`config.mk`:
```
export PLATFORM = sky130hd
export DESIGN_NAME = mul_sequencer_flat
export DESIGN_NICKNAME = d
export VERILOG_FILES = /design/src/rtl/mul_sequencer_if.sv /design/src/rtl/mul_sequencer.sv /design/src/flat_wrapper.sv
export SDC_FILE = /design/constraint.sdc
export NUM_CORES = 1
export LEC_CHECK = 0
export CELL_PAD_IN_SITES_DETAIL_PLACEMENT = 0
export CELL_PAD_IN_SITES_GLOBAL_PLACEMENT = 1
export CORE_MARGIN = 2
export CORE_UTILIZATION = 30
export DETAILED_ROUTE_END_ITERATION = 8
export DONT_BUFFER_PORTS = 1
export HOLD_SLACK_MARGIN = 0.08
export PLACE_DENSITY_LB_ADDON = 0.1
export SLEW_MARGIN = 25
export SYNTH_ARGS = -nofsm -noshare
export SYNTH_HDL_FRONTEND = slang
export SYNTH_SLANG_ARGS = --single-unit
```
`constraint.sdc`:
```
create_clock -name clk -period 3.1 [get_ports clk]
set_clock_uncertainty 0.05 [all_clocks]
set_input_delay 0.62 -clock clk [delete_from_list [all_inputs] [get_ports clk]]
set_output_delay 0.62 -clock clk [all_outputs]
set_load 0.01 [all_outputs]
```
`src/rtl/mul_sequencer_if.sv`:
```
// Purpose: bundles the execute-stage request/HI-LO bus and the multiplier link of mul_sequencer.
// Latency: wires only; no state.
// Backpressure: the sequencer drives stall/busy; the requester holds go/write/read until stall drops.
// Ports (modport slave = sequencer side):
//   in : go, is_signed, a, b, write_hi, write_lo, wdata, read_hi, read_lo, mul_product
//   out: hi, lo, busy, stall, mul_a, mul_b, mul_st
// The master side is the execute stage together with the multiplier, which returns mul_product.
interface mul_sequencer_if #(
  parameter int WIDTH = 32
);
  logic               go;
  logic               is_signed;
  logic [WIDTH-1:0]   a;
  logic [WIDTH-1:0]   b;
  logic               write_hi;
  logic               write_lo;
  logic [WIDTH-1:0]   wdata;
  logic               read_hi;
  logic               read_lo;
  logic [WIDTH-1:0]   hi;
  logic [WIDTH-1:0]   lo;
  logic               busy;
  logic               stall;
  logic [WIDTH-1:0]   mul_a;
  logic [WIDTH-1:0]   mul_b;
  logic               mul_st;
  logic [2*WIDTH-1:0] mul_product;

  modport master (
    output go, is_signed, a, b, write_hi, write_lo, wdata, read_hi, read_lo, mul_product,
    input  hi, lo, busy, stall, mul_a, mul_b, mul_st
  );

  modport slave (
    input  go, is_signed, a, b, write_hi, write_lo, wdata, read_hi, read_lo, mul_product,
    output hi, lo, busy, stall, mul_a, mul_b, mul_st
  );
endinterface

```
`src/rtl/mul_sequencer.sv`:
```
// Purpose: MULT/MULTU sequencer around an unsigned multiplier; owns HI/LO and MTHI/MTLO writes.
// Latency: go accepted in cycle 0, new HI/LO visible and busy low from cycle LATENCY+3.
// Backpressure: no queue; stall = busy & any HI/LO request, and the requester holds until busy falls.
// Ports: clk, reset (synchronous, active-high), bus (mul_sequencer_if.slave).
module mul_sequencer #(
  parameter int WIDTH   = 32,
  parameter int LATENCY = 33
) (
  input  logic           clk,
  input  logic           reset,
  mul_sequencer_if.slave bus
);
  localparam int CW = $clog2(LATENCY + 1);
  localparam int PW = 2 * WIDTH;

  typedef enum logic [1:0] {S_IDLE, S_START, S_WAIT, S_FIX} state_t;

  state_t           state;
  state_t           state_nxt;
  logic [CW-1:0]    cnt;
  logic             neg;
  logic [WIDTH-1:0] hi_q;
  logic [WIDTH-1:0] lo_q;
  logic [WIDTH-1:0] mul_a_q;
  logic [WIDTH-1:0] mul_b_q;
  logic [PW-1:0]    product_fixed;

  // Magnitude of a signed operand; the most negative value maps to 2^(WIDTH-1),
  // which still fits as an unsigned WIDTH-bit number.
  function automatic logic [WIDTH-1:0] magnitude(input logic [WIDTH-1:0] v, input logic sgn);
    return (sgn & v[WIDTH-1]) ? (~v + WIDTH'(1)) : v;
  endfunction

  always_comb begin
    state_nxt  = state;
    bus.busy   = 1'b1;
    bus.mul_st = 1'b0;
    case (state)
      S_IDLE: begin
        bus.busy = 1'b0;
        if (bus.go) state_nxt = S_START;
      end
      S_START: begin
        bus.mul_st = 1'b1;
        state_nxt  = S_WAIT;
      end
      // cnt runs 0..LATENCY-1, so WAIT lasts exactly LATENCY cycles.
      S_WAIT:  if (cnt == CW'(LATENCY - 1)) state_nxt = S_FIX;
      S_FIX:   state_nxt = S_IDLE;
      default: state_nxt = S_IDLE;
    endcase
  end

  assign bus.stall = bus.busy &
                     (bus.go | bus.write_hi | bus.write_lo | bus.read_hi | bus.read_lo);

  // Two's-complement negate of the full-width unsigned product when the signs differed.
  assign product_fixed = neg ? (~bus.mul_product + PW'(1)) : bus.mul_product;

  always_ff @(posedge clk) begin
    if (reset) begin
      state   <= S_IDLE;
      cnt     <= '0;
      neg     <= 1'b0;
      hi_q    <= '0;
      lo_q    <= '0;
      mul_a_q <= '0;
      mul_b_q <= '0;
    end else begin
      state <= state_nxt;
      case (state)
        S_IDLE: begin
          // go has priority over MTHI/MTLO in the same cycle.
          if (bus.go) begin
            mul_a_q <= magnitude(bus.a, bus.is_signed);
            mul_b_q <= magnitude(bus.b, bus.is_signed);
            neg     <= bus.is_signed & (bus.a[WIDTH-1] ^ bus.b[WIDTH-1]);
            cnt     <= '0;
          end else begin
            if (bus.write_hi) hi_q <= bus.wdata;
            if (bus.write_lo) lo_q <= bus.wdata;
          end
        end
        S_WAIT:  cnt <= cnt + CW'(1);
        S_FIX:   {hi_q, lo_q} <= product_fixed;
        default: ;
      endcase
    end
  end

  assign bus.hi    = hi_q;
  assign bus.lo    = lo_q;
  assign bus.mul_a = mul_a_q;
  assign bus.mul_b = mul_b_q;
endmodule

```
`src/flat_wrapper.sv`:
```
// flat-port wrapper written by rule: the top's interface ports become plain ports
module mul_sequencer_flat 
#(
  parameter int WIDTH   = 32,
  parameter int LATENCY = 33
)
  (clk, reset, bus_go, bus_is_signed, bus_a, bus_b, bus_write_hi, bus_write_lo, bus_wdata, bus_read_hi, bus_read_lo, bus_mul_product, bus_hi, bus_lo, bus_busy, bus_stall, bus_mul_a, bus_mul_b, bus_mul_st);
  mul_sequencer_if #(.WIDTH(WIDTH)) bus_i ();
  input  logic clk;
  input  logic reset;
  input wire logic [$bits(bus_i.go)-1:0] bus_go;
  input wire logic [$bits(bus_i.is_signed)-1:0] bus_is_signed;
  input wire logic [$bits(bus_i.a)-1:0] bus_a;
  input wire logic [$bits(bus_i.b)-1:0] bus_b;
  input wire logic [$bits(bus_i.write_hi)-1:0] bus_write_hi;
  input wire logic [$bits(bus_i.write_lo)-1:0] bus_write_lo;
  input wire logic [$bits(bus_i.wdata)-1:0] bus_wdata;
  input wire logic [$bits(bus_i.read_hi)-1:0] bus_read_hi;
  input wire logic [$bits(bus_i.read_lo)-1:0] bus_read_lo;
  input wire logic [$bits(bus_i.mul_product)-1:0] bus_mul_product;
  output wire logic [$bits(bus_i.hi)-1:0] bus_hi;
  output wire logic [$bits(bus_i.lo)-1:0] bus_lo;
  output wire logic [$bits(bus_i.busy)-1:0] bus_busy;
  output wire logic [$bits(bus_i.stall)-1:0] bus_stall;
  output wire logic [$bits(bus_i.mul_a)-1:0] bus_mul_a;
  output wire logic [$bits(bus_i.mul_b)-1:0] bus_mul_b;
  output wire logic [$bits(bus_i.mul_st)-1:0] bus_mul_st;
  assign bus_i.go = bus_go;
  assign bus_i.is_signed = bus_is_signed;
  assign bus_i.a = bus_a;
  assign bus_i.b = bus_b;
  assign bus_i.write_hi = bus_write_hi;
  assign bus_i.write_lo = bus_write_lo;
  assign bus_i.wdata = bus_wdata;
  assign bus_i.read_hi = bus_read_hi;
  assign bus_i.read_lo = bus_read_lo;
  assign bus_i.mul_product = bus_mul_product;
  assign bus_hi = bus_i.hi;
  assign bus_lo = bus_i.lo;
  assign bus_busy = bus_i.busy;
  assign bus_stall = bus_i.stall;
  assign bus_mul_a = bus_i.mul_a;
  assign bus_mul_b = bus_i.mul_b;
  assign bus_mul_st = bus_i.mul_st;
  mul_sequencer #(.WIDTH(WIDTH), .LATENCY(LATENCY)) u_core (.clk(clk), .reset(reset), .bus(bus_i));
endmodule
```
==> flow_metrics.env, run 1 <==
export IMPL_worst_endpoint_required_ns=3.38
export IMPL_finalCriticalPeriod_ns=2.775
export IMPL_p_per_area_nw_per_um2=689.4
export IMPL_via_count_of_the_first_global_routing_pass=8144
export IMPL_fill_cells=2908
export IMPL_final_min_period_over_clock_period=0.8951
export IMPL_critical_path_slowest_cell="sky130_fd_sc_hd__or4_4"
export IMPL_detailroute_via_count=8006
export IMPL_synthesis_area_per_instance_um2=7.824
export IMPL_drt_antenna_violating_nets=0
export IMPL_grt_remaining_overflow=0
export IMPL_postSynth_topFlopCell="sky130_fd_sc_hd__dfxtp_1"
export IMPL_post_synth_top_area_fraction=0.3301
export IMPL_fp_dieH_um=170.4
export IMPL_nNetsFinal=1231
export IMPL_area_growth_pct=14.24
export IMPL_finalMaxSlewViolations=0
export IMPL_grt_usage=0.2246
export IMPL_regToRegEndpoint="u_core.bus.hi[22]$_SDFFE_PP0P_"
export IMPL_dr_wl_cell_um=22.87
export IMPL_critical_path_max_stage_delay_ns=0.54
export IMPL_ys_top_cells_by_count="sky130_fd_sc_hd__nor2_1, sky130_fd_sc_hd__dfxtp_1, sky130_fd_sc_hd__nand2_1"
export IMPL_rsz0062_at_grt="false"
export IMPL_fp_dieArea_um2=29040
export IMPL_synth_edff_count=0
export IMPL_cts_hold_repair_buffers=0
export IMPL_postSynthNetCount=1239
export IMPL_yosysSeqAreaShare=0.3301
export IMPL_finalSetupViolations=0
export IMPL_grt_first_pass_wirelength_um=49680
export IMPL_drt_iter0_markers=409
export IMPL_run_status="complete, no violations"
export IMPL_postCtsResizedCells=0
export IMPL_startpoint_of_the_worst_hold_path="reset"
export IMPL_final_cell_area_um2=9493
export IMPL_io_pin_count=299
export IMPL_timing_final_hold_violations=0
export IMPL_routed_wirelength_um=32930
export IMPL_timing_critical_path_mode_cell="sky130_fd_sc_hd__or4_4"
export IMPL_headroom_to_the_max_slew_limit=0.5037
export IMPL_drcViolationCount=0
export IMPL_place_detailed_hpwl_um=24810
export IMPL_startpoint_type="input pin"
export IMPL_cts_made_buffers=17
export IMPL_synth_async_sr_flop_share=0
export IMPL_initial_antenna_violation_count=2
export IMPL_worst_hold_path_num_cells=1
export IMPL_cts_root_buf="sky130_fd_sc_hd__clkbuf_16"
export IMPL_multi_input_comb_area_um2=5221
export IMPL_worstPathMaxFanout=9
export IMPL_hold_path_endpoint="u_core.bus.mul_a[21]$_SDFFE_PP0P_"
export IMPL_clk_transition_reported_paths_ns=0.07
export IMPL_post_layout_total_power_w=0.006544
export IMPL_postCtsSetupRepairBufs=0
export IMPL_area_sequential_um2=2744
export IMPL_tritoncts="done"
export IMPL_cp_data_arrival_time_ns=3.06
export IMPL_power_ir_vdd_worst_mv=0.2598
export IMPL_place_gp_congestion=0.8353
export IMPL_pin_count_of_the_biggest_net_entering_global_routing=128
export IMPL_yosys_warnings=0
export IMPL_post_synth_top_area_cell="sky130_fd_sc_hd__dfxtp_1"
export IMPL_clkLatencyLatePin_ns=0.42
export IMPL_floorplan_initialDensity=0.3066
export IMPL_rows=60
export IMPL_postSynthRegisterBits=137
export IMPL_timing_critical_path_to_type="flip-flop"
export IMPL_first_pass_iters=4
export IMPL_htree_num_levels=4
export IMPL_timing_fmax_mhz=360.4
export IMPL_netlist_top_cells_area="sky130_fd_sc_hd__dfxtp_1, sky130_fd_sc_hd__xor2_1, sky130_fd_sc_hd__nor2_1"
export IMPL_post_synth_num_cell_types=63
export IMPL_tightestPinTransition_ns=0.7444
export IMPL_synthCells=1062
export IMPL_die_x_um=170.4
export IMPL_path_cells="or4_4, or4_4, or4_1, buf_4, o31ai_1, xor2_1, a221oi_1"
export IMPL_synthesized_cell_area_um2=8309
export IMPL_worstRegToRegCells=8
export IMPL_power_leakage_nw=3.131
export IMPL_regToRegSetupSlack_ns=0.54
export IMPL_placedInstanceArea_um2=8890
export IMPL_timing_setup_critical_path_class="input pin to flip-flop"
export IMPL_tritoncts_num_sinks=137
export IMPL_path_class_of_the_lowest_slack_min_delay_path="input pin to flip-flop"
export IMPL_most_common_cell_in_the_netlist="sky130_fd_sc_hd__nor2_1"
export IMPL_avgViaCountPerCell=5.560
export IMPL_clockBufferDepth=2
export IMPL_drive_above_1_share=0.09466
export IMPL_r2r_start="u_core.state[0]$_SDFFE_PP0P_"
export IMPL_io_buffer_count=0
export IMPL_maxCapViolations=0
export IMPL_core_region_area_um2=27100
sequential cells by signal (all words and copies together), names as in the netlist:
| register | count |
|---|---|
| u_core.neg | 1 |
| u_core.bus.hi | 32 |
| u_core.bus.mul_a | 32 |
| u_core.cnt | 6 |
| u_core.bus.lo | 32 |
| u_core.state | 2 |
| u_core.bus.mul_b | 32 |
worst max-delay path: cells and delay by family:
kind	cells	cell delay (ns)
and+or+nand+nor	3	1.59
AOI/OAI and AO/OA	2	0.53
buffers and inverters	1	0.20
xor gates and xnor gates	1	0.11
where the power goes:
| part | switching, W | total (W) | internal, W |
|---|---|---|---|
| logic | 0.00105 | 0.00172 | 0.000669 |
| clock network | 0.000939 | 0.00217 | 0.00123 |
| registers | 0.000499 | 0.00266 | 0.00216 |
how the worst max path moves through the flow:
stage | startpoint | endpoint | slack, ns | cells past startpoint
detailed placement | bus_mul_product[20] | u_core.bus.hi[22]$_SDFFE_PP0P_ | -0.12 | 7
finish | bus_mul_product[20] | u_core.bus.hi[22]$_SDFFE_PP0P_ | 0.33 | 7
floorplan | bus_mul_product[20] | u_core.bus.hi[28]$_SDFFE_PP0P_ | 0.07 | 7
global placement | bus_mul_product[20] | u_core.bus.hi[22]$_SDFFE_PP0P_ | -0.09 | 7
global route | bus_mul_product[20] | u_core.bus.hi[22]$_SDFFE_PP0P_ | 0.20 | 7
CTS | bus_mul_product[20] | u_core.bus.hi[22]$_SDFFE_PP0P_ | 0.33 | 7
area by class of cell:
| class | instances | area share |
|---|---|---|
| antenna | 1 | 0.0002636 |
| tap | 372 | 0.04903 |
| sequential | 137 | 0.2890 |
| inverter | 17 | 0.006722 |
| multi-input combinational | 830 | 0.5500 |
| clock inverter | 14 | 0.01700 |
| timing repair buffer | 51 | 0.04165 |
| clock buffer | 18 | 0.04626 |
routing by layer:
| metal | vias up | GRT usage | share of wire | wire, um |
|---|---|---|---|---|
| li1 | 3941 | - | - | - |
| met1 | 3753 | 0.2548 | 0.39 | 12850 |
| met2 | 282 | 0.3862 | 0.48 | 15820 |
| met3 | 28 | 0.09953 | 0.11 | 3724 |
| met4 | 2 | 0.05351 | 0.016 | 519 |
| met5 | - | 0 | 0.00039 | 13 |
per-stage QoR:
stage | hold slack (ns) | setup slack, ns | TNS [ns] | cells | util
6_report | 0.2114 | 0.3252 | 0 | 1440 | 0.3503
5_1_grt | 0.1915 | 0.1975 | 0 | 1439 | 0.3502
4_1_cts | 0.1905 | 0.3278 | 0 | 1439 | 0.3502
3_5_place_dp | 0.4342 | -0.1186 | -0.1902 | 1407 | 0.3280
3_3_place_gp | 0.4241 | -0.09213 | -0.1593 | 1407 | 0.3280
2_1_floorplan | 0.4084 | 0.07471 | 0 | 1062 | -
layout by cell type, fill, tap and decap left out, types with 5 or more instances in the layout:
cell type | synthesis | final
sky130_fd_sc_hd__nor2_1 | 139 | 139
sky130_fd_sc_hd__dfxtp_1 | 137 | 136
sky130_fd_sc_hd__nand2_1 | 82 | 82
sky130_fd_sc_hd__o21ai_0 | 64 | 64
sky130_fd_sc_hd__xor2_1 | 63 | 63
sky130_fd_sc_hd__a21oi_1 | 63 | 61
sky130_fd_sc_hd__a211oi_1 | 52 | 52
sky130_fd_sc_hd__buf_4 | 0 | 50
sky130_fd_sc_hd__xnor2_1 | 39 | 39
sky130_fd_sc_hd__nor3_1 | 32 | 32
sky130_fd_sc_hd__o31ai_1 | 24 | 24
sky130_fd_sc_hd__or3_1 | 23 | 23
sky130_fd_sc_hd__a221oi_1 | 23 | 23
sky130_fd_sc_hd__inv_1 | 17 | 17
sky130_fd_sc_hd__clkbuf_16 | 0 | 17
sky130_fd_sc_hd__nor4_1 | 16 | 16
sky130_fd_sc_hd__or4_1 | 16 | 16
sky130_fd_sc_hd__nand3_1 | 15 | 15
sky130_fd_sc_hd__o211ai_1 | 14 | 14
sky130_fd_sc_hd__o41ai_1 | 13 | 13
sky130_fd_sc_hd__a31oi_1 | 13 | 13
sky130_fd_sc_hd__and3_1 | 11 | 11
sky130_fd_sc_hd__a22o_1 | 10 | 10
sky130_fd_sc_hd__a311oi_1 | 9 | 9
sky130_fd_sc_hd__mux2i_1 | 8 | 8
sky130_fd_sc_hd__ha_1 | 9 | 8
sky130_fd_sc_hd__nand2b_1 | 7 | 7
sky130_fd_sc_hd__nand4_1 | 6 | 6
sky130_fd_sc_hd__a2111oi_0 | 6 | 6
sky130_fd_sc_hd__o22ai_1 | 6 | 6
sky130_fd_sc_hd__o21ai_1 | 6 | 6
sky130_fd_sc_hd__inv_6 | 0 | 5
kinds of logic after synthesis:
group,after synthesis,synth area share
compound gates,329,0.2689
xor+xnor,102,0.1075
fa+ha+maj,9,0.01355
buf+inv,95,0.04397
flops,137,0.3301
mux,8,0.009637
simple gates,382,0.2263
Power figures use the tool's default switching activity.
==> inputs of run 2 (changes only) <==
Settings changed: HOLD_SLACK_MARGIN 0.08 to 0.15.
==> results of run 2 <==
The final DEF is identical to that of run 1; final timing and power are the same.
==> inputs of run 3 (changes only) <==
Settings changed: CTS_BUF_LIST from default to sky130_fd_sc_hd__clkbuf_4, RECOVER_POWER from default to 100.
==> run 3 against run 2 <==
Against the previous run:
- sequential share of layout area is 0.24 points lower
- count of clock-buffer cells in the layout shrank 1
- maximum frequency fell by 0.58%
- routed wire length grew 3.2%
- register-to-register slack worse by 0.06 ns
- setup slack lost 0.016 ns
- global-route usage grew 0.71 points
- largest cell class unchanged
- largest power group unchanged
- highest routed layer unchanged
==> flow_metrics.env, run 3 (synthesis results as in run 1) <==
export IMPL_maxCapViolations=0
export IMPL_timing_setup_critical_path_class="input pin to flip-flop"
export IMPL_final_hold_worst_slack_ns=0.1943
export IMPL_via_count_of_the_first_global_routing_pass=8412
export IMPL_drt_antenna_violating_nets=0
export IMPL_tritoncts_num_sinks=137
export IMPL_drive_above_1_share=0.08401
export IMPL_drcViolationCount=0
export IMPL_startpoint_type="input pin"
export IMPL_timing_final_hold_violations=0
export IMPL_avgViaCountPerCell=5.533
export IMPL_grt_remaining_overflow=0
export IMPL_floorplan_initialDensity=0.3066
export IMPL_clkLatencyLatePin_ns=0.56
export IMPL_grt_usage=0.2317
export IMPL_place_detailed_hpwl_um=24810
export IMPL_mostFrequentLayoutCell="sky130_fd_sc_hd__nor2_1"
export IMPL_final_min_period_over_clock_period=0.9004
export IMPL_worst_endpoint_required_ns=3.53
export IMPL_most_common_layout_cells="sky130_fd_sc_hd__nor2_1, sky130_fd_sc_hd__dfxtp_1, sky130_fd_sc_hd__nand2_1"
export IMPL_clk_transition_reported_paths_ns=0.15
export IMPL_finalCriticalPeriod_ns=2.791
export IMPL_die_x_um=170.4
export IMPL_crit_end="u_core.bus.hi[22]$_SDFFE_PP0P_"
export IMPL_finalSetupViolations=0
export IMPL_regToRegEndpoint="u_core.bus.hi[11]$_SDFFE_PP0P_"
export IMPL_nNetsFinal=1271
export IMPL_routed_wirelength_um=33990
export IMPL_first_pass_iters=5
export IMPL_grt_first_pass_wirelength_um=51090
export IMPL_fill_cells=2927
export IMPL_io_pin_count=299
export IMPL_drt_iter0_markers=419
export IMPL_timing_critical_path_to_type="flip-flop"
export IMPL_cp_startpoint="bus_mul_product[20]"
export IMPL_regToRegSetupSlack_ns=0.48
export IMPL_run_status="complete, no violations"
export IMPL_core_region_area_um2=27100
export IMPL_detailroute_via_count=8206
export IMPL_cts_made_buffers=17
export IMPL_dr_wl_cell_um=22.92
export IMPL_fp_dieArea_um2=29040
export IMPL_path_class_of_the_lowest_slack_min_delay_path="input pin to flip-flop"
export IMPL_r2r_start="u_core.state[0]$_SDFFE_PP0P_"
export IMPL_initial_antenna_violation_count=4
export IMPL_fp_dieH_um=170.4
export IMPL_tritoncts="done"
export IMPL_cp_data_arrival_time_ns=3.22
export IMPL_worstPathMaxFanout=9
export IMPL_finalMaxSlewViolations=0
export IMPL_pin_count_of_the_biggest_net_entering_global_routing=113
export IMPL_headroom_to_the_max_slew_limit=0.5093
export IMPL_place_gp_congestion=0.8353
export IMPL_rows=60
export IMPL_area_growth_pct=15.21
export IMPL_power_ir_vdd_worst_mv=0.2410
export IMPL_p_per_area_nw_per_um2=602.4
export IMPL_post_layout_total_power_w=0.005767
export IMPL_fin_setup_tns_ns=0
export IMPL_worstRegToRegCells=8
export IMPL_tightestPinTransition_ns=0.7342
export IMPL_rsz0062_at_grt="false"
export IMPL_postCtsSetupRepairBufs=0
export IMPL_htree_num_levels=4
export IMPL_clockBufferDepth=2
export IMPL_cts_root_buf="sky130_fd_sc_hd__clkbuf_4"
export IMPL_timing_fmax_mhz=358.3
export IMPL_power_leakage_nw=3.137
export IMPL_io_buffer_count=0
-- run 3: timing repair --
action	4_1_cts	5_1_grt
gates resized for setup	0	0
endpoints found under the hold margin	113	1
hold buffers	39	1
-- run 3: worst min path at each step --
stage | start | end | cells after the start
2_1_floorplan | u_core.cnt[5]$_SDFFE_PP0P_ | u_core.cnt[5]$_SDFFE_PP0P_ | 2
3_3_place_gp | u_core.cnt[5]$_SDFFE_PP0P_ | u_core.cnt[5]$_SDFFE_PP0P_ | 2
3_5_place_dp | u_core.cnt[5]$_SDFFE_PP0P_ | u_core.cnt[5]$_SDFFE_PP0P_ | 2
4_1_cts | bus_b[10] | u_core.bus.mul_b[10]$_SDFFE_PP0P_ | 2
5_1_grt | reset | u_core.bus.hi[4]$_SDFFE_PP0P_ | 2
6_report | bus_a[2] | u_core.bus.mul_a[2]$_SDFFE_PP0P_ | 2
-- run 3: routing by layer --
metal | vias to the layer above | GRT usage | wire length (um)
li1 | 4020 | - | -
met1 | 3852 | 0.2587 | 13120
met2 | 303 | 0.4024 | 16460
met3 | 29 | 0.1009 | 3867
met4 | 2 | 0.06057 | 524
met5 | - | 0 | 13
-- run 3: metrics by stage --
stage | area (um2) | worst slack (ns) | instances | util
2_1_floorplan | 8309 | 0.07471 | 1062 | -
3_3_place_gp | 8890 | -0.09213 | 1407 | 0.3280
3_5_place_dp | 8890 | -0.1186 | 1407 | 0.3280
4_1_cts | 9590 | 0.4896 | 1478 | 0.3539
5_1_grt | 9568 | 0.1594 | 1481 | 0.3530
6_report | 9573 | 0.3089 | 1483 | 0.3532
-- run 3: worst max-delay path: stages --
cell and delay, ns:
sky130_fd_sc_hd__or4_4 0.53, sky130_fd_sc_hd__or4_4 0.54, sky130_fd_sc_hd__or4_1 0.51, sky130_fd_sc_hd__clkbuf_1 0.30, sky130_fd_sc_hd__o31ai_1 0.36, sky130_fd_sc_hd__xor2_1 0.11, sky130_fd_sc_hd__a221oi_1 0.25
-- run 3: where the power goes --
group | internal, W | switching, W
clock | 0.000496 | 0.000838
combinational | 0.000682 | 0.00109
sequential | 0.00216 | 0.000504
total | 0.00334 | 0.00243
-- run 3: layout make-up --
| type | instances | area [um2] | share of cell area |
|---|---|---|---|
| clock buffers | 17 | 127.6 | 0.01333 |
| well taps | 372 | 465.4 | 0.04862 |
| clock inverters | 15 | 165.2 | 0.01725 |
| diodes | 4 | 10.01 | 0.001046 |
| multi-input cells | 830 | 5214 | 0.5446 |
| repair buffers | 91 | 783.3 | 0.08182 |
| flip-flops and latches | 137 | 2744 | 0.2866 |
| inverters | 17 | 63.81 | 0.006666 |
